File: src/rtl/snn_spike_encoder_if.sv
// snn_spike_encoder_if: pixel load port, frame start and spike-vector handshake for the spike encoder
interface snn_spike_encoder_if #(
  parameter int N_IN  = 4,
  parameter int PIX_W = 8
);
  logic             ld_valid;
  logic [3:0]       ld_idx;
  logic [PIX_W-1:0] ld_data;
  logic             start;
  logic             spk_valid;
  logic             spk_ready;
  logic [N_IN-1:0]  spk_vec;
  logic [7:0]       step_idx;
  logic             busy;
  logic             done;
  modport master (
    output ld_valid, ld_idx, ld_data, start, spk_ready,
    input  spk_valid, spk_vec, step_idx, busy, done
  );
  modport slave (
    input  ld_valid, ld_idx, ld_data, start, spk_ready,
    output spk_valid, spk_vec, step_idx, busy, done
  );
endinterface

File: src/rtl/snn_spike_encoder.sv
// snn_spike_encoder: rate-codes N_IN pixel intensities into T_STEPS spike vectors using a reseeded Galois LFSR
module snn_spike_encoder #(
  parameter int          N_IN      = 4,
  parameter int          PIX_W     = 8,
  parameter int          T_STEPS   = 16,
  parameter logic [15:0] LFSR_SEED = 16'hACE1
) (
  input logic                clk,
  input logic                rst_n,
  snn_spike_encoder_if.slave bus
);
  localparam int          NW   = N_IN > 1 ? $clog2(N_IN) : 1;
  localparam logic [15:0] SEED = (LFSR_SEED == 16'h0000) ? 16'h0001 : LFSR_SEED;
  typedef enum logic [1:0] {IDLE, GEN, PRESENT} state_t;
  state_t           r_state, w_state_nxt;
  logic [PIX_W-1:0] r_pix [N_IN];
  logic [15:0]      r_lfsr, w_lfsr_nxt;
  logic [NW-1:0]    r_n;
  logic [N_IN-1:0]  r_shadow, w_shadow_nxt, r_vec;
  logic [7:0]       r_step;
  logic             r_done, w_hs, w_last_n, w_last_step, w_ld_ok;
  always_comb begin
    w_hs        = (r_state == PRESENT) && bus.spk_ready;
    w_last_n    = r_n == NW'(N_IN - 1);
    w_last_step = r_step == 8'(T_STEPS - 1);
    w_ld_ok     = bus.ld_valid && ({1'b0, bus.ld_idx} < 5'(N_IN));
    w_lfsr_nxt  = r_lfsr[0] ? (r_lfsr >> 1) ^ 16'hB400 : r_lfsr >> 1;
    w_shadow_nxt = r_shadow;
    w_shadow_nxt[r_n] = r_pix[r_n] > r_lfsr[PIX_W-1:0];
    w_state_nxt = r_state;
    if (r_state == IDLE && bus.start) w_state_nxt = GEN;
    if (r_state == GEN && w_last_n) w_state_nxt = PRESENT;
    if (w_hs) w_state_nxt = w_last_step ? IDLE : GEN;
  end
  always_ff @(posedge clk or negedge rst_n)
    if (!rst_n) r_state <= IDLE;
    else        r_state <= w_state_nxt;
  // the random sample is the pre-advance LFSR, so the LFSR only moves in GEN
  always_ff @(posedge clk or negedge rst_n)
    if (!rst_n) begin
      r_pix    <= '{default: '0};
      r_lfsr   <= SEED;
      r_n      <= '0;
      r_shadow <= '0;
      r_vec    <= '0;
      r_step   <= '0;
      r_done   <= 1'b0;
    end else begin
      r_done <= w_hs && w_last_step;
      if (r_state == IDLE && w_ld_ok) r_pix[bus.ld_idx[NW-1:0]] <= bus.ld_data;
      if (r_state == IDLE && bus.start) begin
        r_lfsr   <= SEED;
        r_n      <= '0;
        r_step   <= '0;
        r_shadow <= '0;
      end
      if (r_state == GEN) begin
        r_shadow <= w_shadow_nxt;
        r_lfsr   <= w_lfsr_nxt;
        r_n      <= w_last_n ? '0 : r_n + 1'b1;
        if (w_last_n) r_vec <= w_shadow_nxt;
      end
      if (w_hs && !w_last_step) begin
        r_step <= r_step + 8'd1;
        r_n    <= '0;
      end
    end
  assign bus.spk_valid = r_state == PRESENT;
  assign bus.busy      = r_state != IDLE;
  assign bus.spk_vec   = r_vec;
  assign bus.step_idx  = r_step;
  assign bus.done      = r_done;
endmodule

File: src/flat_wrapper.sv
// flat-port wrapper written by rule: the top's interface ports become plain ports
module snn_spike_encoder_flat 
#(
  parameter int          N_IN      = 4,
  parameter int          PIX_W     = 8,
  parameter int          T_STEPS   = 16,
  parameter logic [15:0] LFSR_SEED = 16'hACE1
)
  (clk, rst_n, bus_ld_valid, bus_ld_idx, bus_ld_data, bus_start, bus_spk_ready, bus_spk_valid, bus_spk_vec, bus_step_idx, bus_busy, bus_done);
  snn_spike_encoder_if #(.N_IN(N_IN), .PIX_W(PIX_W)) bus_i ();
  input logic clk;
  input logic rst_n;
  input wire logic [$bits(bus_i.ld_valid)-1:0] bus_ld_valid;
  input wire logic [$bits(bus_i.ld_idx)-1:0] bus_ld_idx;
  input wire logic [$bits(bus_i.ld_data)-1:0] bus_ld_data;
  input wire logic [$bits(bus_i.start)-1:0] bus_start;
  input wire logic [$bits(bus_i.spk_ready)-1:0] bus_spk_ready;
  output wire logic [$bits(bus_i.spk_valid)-1:0] bus_spk_valid;
  output wire logic [$bits(bus_i.spk_vec)-1:0] bus_spk_vec;
  output wire logic [$bits(bus_i.step_idx)-1:0] bus_step_idx;
  output wire logic [$bits(bus_i.busy)-1:0] bus_busy;
  output wire logic [$bits(bus_i.done)-1:0] bus_done;
  assign bus_i.ld_valid = bus_ld_valid;
  assign bus_i.ld_idx = bus_ld_idx;
  assign bus_i.ld_data = bus_ld_data;
  assign bus_i.start = bus_start;
  assign bus_i.spk_ready = bus_spk_ready;
  assign bus_spk_valid = bus_i.spk_valid;
  assign bus_spk_vec = bus_i.spk_vec;
  assign bus_step_idx = bus_i.step_idx;
  assign bus_busy = bus_i.busy;
  assign bus_done = bus_i.done;
  snn_spike_encoder #(.N_IN(N_IN), .PIX_W(PIX_W), .T_STEPS(T_STEPS), .LFSR_SEED(LFSR_SEED)) u_core (.clk(clk), .rst_n(rst_n), .bus(bus_i));
endmodule
File: config.mk
export PLATFORM = sky130hd
export DESIGN_NAME = snn_spike_encoder_flat
export DESIGN_NICKNAME = d
export VERILOG_FILES = /design/src/rtl/snn_spike_encoder_if.sv /design/src/rtl/snn_spike_encoder.sv /design/src/flat_wrapper.sv
export SDC_FILE = /design/constraint.sdc
export NUM_CORES = 1
export LEC_CHECK = 0
export BUFFER_PORTS_ARGS = -buffer_cell sky130_fd_sc_hd__buf_2
export CAP_MARGIN = 5
export CORE_UTILIZATION = 55
export CTS_CLUSTER_SIZE = 24
export DETAILED_ROUTE_END_ITERATION = 10
export GPL_TIMING_DRIVEN = 0
export PLACE_DENSITY = 0.85
export RECOVER_POWER = 25
export SKIP_CTS_REPAIR_TIMING = 1
export SLEW_MARGIN = 20
export SYNTH_ARGS = -nofsm -noshare
export SYNTH_HDL_FRONTEND = slang
export SYNTH_SLANG_ARGS = --single-unit
export TNS_END_PERCENT = 20
File: constraint.sdc
create_clock -name clk -period 3.7 [get_ports clk]
set_input_delay 0.37 -clock clk [delete_from_list [all_inputs] [get_ports clk]]
set_output_delay 0.37 -clock clk [all_outputs]
set_load 0.005 [all_outputs]
==> flow_summary.json <==
{
  "outcome": "finished, final reports clean",
  "cp.arrival_ps": 3090,
  "min_path_type": "in -> reg",
  "dr.pass1.iters": 4,
  "io_pins": 32,
  "viasPerCell": 5.83,
  "antenna_found_initial": 0,
  "wirelength_um": 6460,
  "placed_area_um2": 3530,
  "cts_tree": "done",
  "finalWorstSetupSlack_ps": 836,
  "ff2ff_path_depth": 7,
  "grt-ovfl-total": 0,
  "seqCellArea_um2": 1710,
  "tightestPinTransition_ps": 1220,
  "final_design_area_no_fill_um2": 3750,
  "clock-sinks": 68,
  "multi_input_area_um2": 1450,
  "synth_seq_cells": 68,
  "vias": 2232,
  "dp_cells": 366,
  "ys_warn_count": 0,
  "cts_max_level": 3,
  "antennaDiodeCount": 0,
  "required_ps": 3930,
  "postSynthAreaPerCell_um2": 12.4,
  "maxCapViolations": 0,
  "yosysTopAreaCell": "dfrtp_1",
  "grt_pass1_wl_um": 11400,
  "final_nets": 336,
  "netlist_instances": 262,
  "clock_latency_ps": 340,
  "muxShareOfSynthArea_pct": 16.9,
  "ir_drop_mv": 0.371,
  "startpoint_type": "register",
  "fillers": 439,
  "grtUsageTotal_pct": 24.5,
  "hold_ws_ps": 217,
  "ys_seq_area_share_pct": 52.6,
  "synthTopCellsByArea": "dfrtp_1 46%, mux2_2 11%, dfstp_2 6.5%, mux4_2 5.5%, ha_1 5.0%",
  "port_buffers": 31,
  "ant_nets": 0,
  "synth_cell_types": 45,
  "fin_tns_setup_ps": 0,
  "synth_nets": 292,
  "final_cells": 383,
  "finalMaxSlewViolations": 0,
  "start_util_pct": 58.1,
  "period_needed_ps": 2860,
  "synthSimpleGateAreaFrac_pct": 10.8,
  "dp_slack_ps": 847,
  "fmax_mhz": 349,
  "power_leakage_nw": 1.84,
  "final_cell_mix": "60 x dfrtp_1, 33 x mux2_2, 32 x buf_2",
  "synth_compound_area_share_pct": 10.8,
  "die_h_um": 79.0,
  "finalCritPeriodShare_pct": 77.4,
  "rsz0062_at_grt": "no",
  "power_density_nw_per_um2": 636,
  "synthAdderAreaFrac_pct": 4.99,
  "die_area_um2": 6230,
  "synth_top_family_by_area": "multiplexers",
  "core_um2": 5610,
  "die_w_um": 79.0,
  "grt_pass1_vias": 2380,
  "clk_path_buf_depth": 2,
  "final_common_cell": "dfrtp_1",
  "netlist_area_um2": 3260,
  "power_mw": 2.39,
  "clock_skew_ps": 8.67,
  "setup_violations": 0,
  "dp.final_hpwl_um": 4410,
  "cts-root-buf": "clkbuf_8",
  "synth_top_area_share_pct": 46.1,
  "crit_fanout": 10,
  "initialDrtViolationCount": 101,
  "endpoint_kind": "register",
  "slew_headroom_pct": 18.4,
  "clk_pin_slew_worst_paths_ps": 70,
  "numCtsBuffers": 9,
  "rows": 27,
  "gp_congestion": 0.832,
  "synth-xor-area-share_pct": 0.807,
  "fin_util_pct": 67.0,
  "critical_path_class": "reg -> reg",
  "holdPathStages": 2,
  "areaGrowthSynthToFinish_pct": 15.3,
  "wl_per_cell_um": 16.9,
  "grt_max_degree": 52,
  "hold_viol_final": 0,
  "drc": 0,
  "drive_gt1_share_pct": 35.0
}
==> cells by family after synthesis <==
group / after synthesis
adders and majority gates: 13
AOI/OAI and AO/OA: 53
DFF: 68
and+or+nand+nor: 61
muxes: 41
xor gates and xnor gates: 3
buffers and inverters: 23
==> Yosys cell counts (all sizes together) <==
cell type and instances:
nand3b 3, nor2b 5, and3 2, a41oi 3
or4 1, nor4 1, buf 5, nand2 14
a211o 1, mux4 8, o22ai 4, a32o 3
nor2 16, dfrtp 60, and3b 1, ha 13
a21boi 3, a22oi 2, mux2 33, o211ai 3
a22o 3, o21ai 15, inv 13, dfstp 8
and2 2, o21a 1, clkbuf 5, a21oi 10
nand3 8, o31ai 3, o22a 1, a21o 1
or3 1, or2 1, nor3 1, nand4 4
xnor2 3, nand4b 1
==> cell type report <==
type | count | share of cell area (%)
clock buffers | 9 | 3.30
repair buffers | 33 | 4.50
inverters | 13 | 1.30
well taps | 72 | 2.40
flip-flops and latches | 68 | 45.6
multi-input cells | 171 | 38.5
clock inverters | 7 | 3.07
plain buffers | 10 | 1.37
==> state kept, by name, summed over array words and instances (netlist names) <==
register / cells
u_core.bus.step_idx: 8
u_core.r_state: 2
u_core.r_n: 2
u_core.r_pix: 32
u_core.r_shadow: 3
u_core.bus.done: 1
u_core.bus.spk_vec: 4
u_core.r_lfsr: 16
==> worst paths after layout <==
path                                   start               endpoint  slack, ps
min reg2reg                u_core.r_lfsr[12]      u_core.r_lfsr[12]        490
max reg2reg                    u_core.r_n[0]  u_core.bus.spk_vec[3]        840
min in group asynchronous              rst_n       u_core.r_pix[29]        680
max in group asynchronous              rst_n       u_core.r_pix[24]       1300
max                            u_core.r_n[0]  u_core.bus.spk_vec[3]        840
min                            bus_spk_ready      u_core.r_state[1]        220
==> power breakdown <==
part | leakage (nW) | switching [mW] | internal [mW]
Sequential | 0.887 | 0.0959 | 0.924
Combinational | 0.841 | 0.361 | 0.280
Clock | 0.115 | 0.281 | 0.445
==> critical path, stage by stage, from the launching register on <==
cell	delay, ps
dfrtp_1	450
buf_2	340
mux4_2	580
ha_1	320
nand4_1	170
or2_2	390
a21boi_0	200
mux2_2	310
==> routing by layer <==
layer / wire length [µm] / global-route usage [%] / share of wire (%) / vias up
met5: 0 / 0 / 0 / -
met1: 2880 / 32.1 / 44 / 1126
met3: 187 / 4.37 / 2.9 / 13
met4: 130 / 12.0 / 2.0 / 0
met2: 3270 / 39.7 / 51 / 39
li1: - / - / - / 1054
Power figures use the tool's default switching activity.
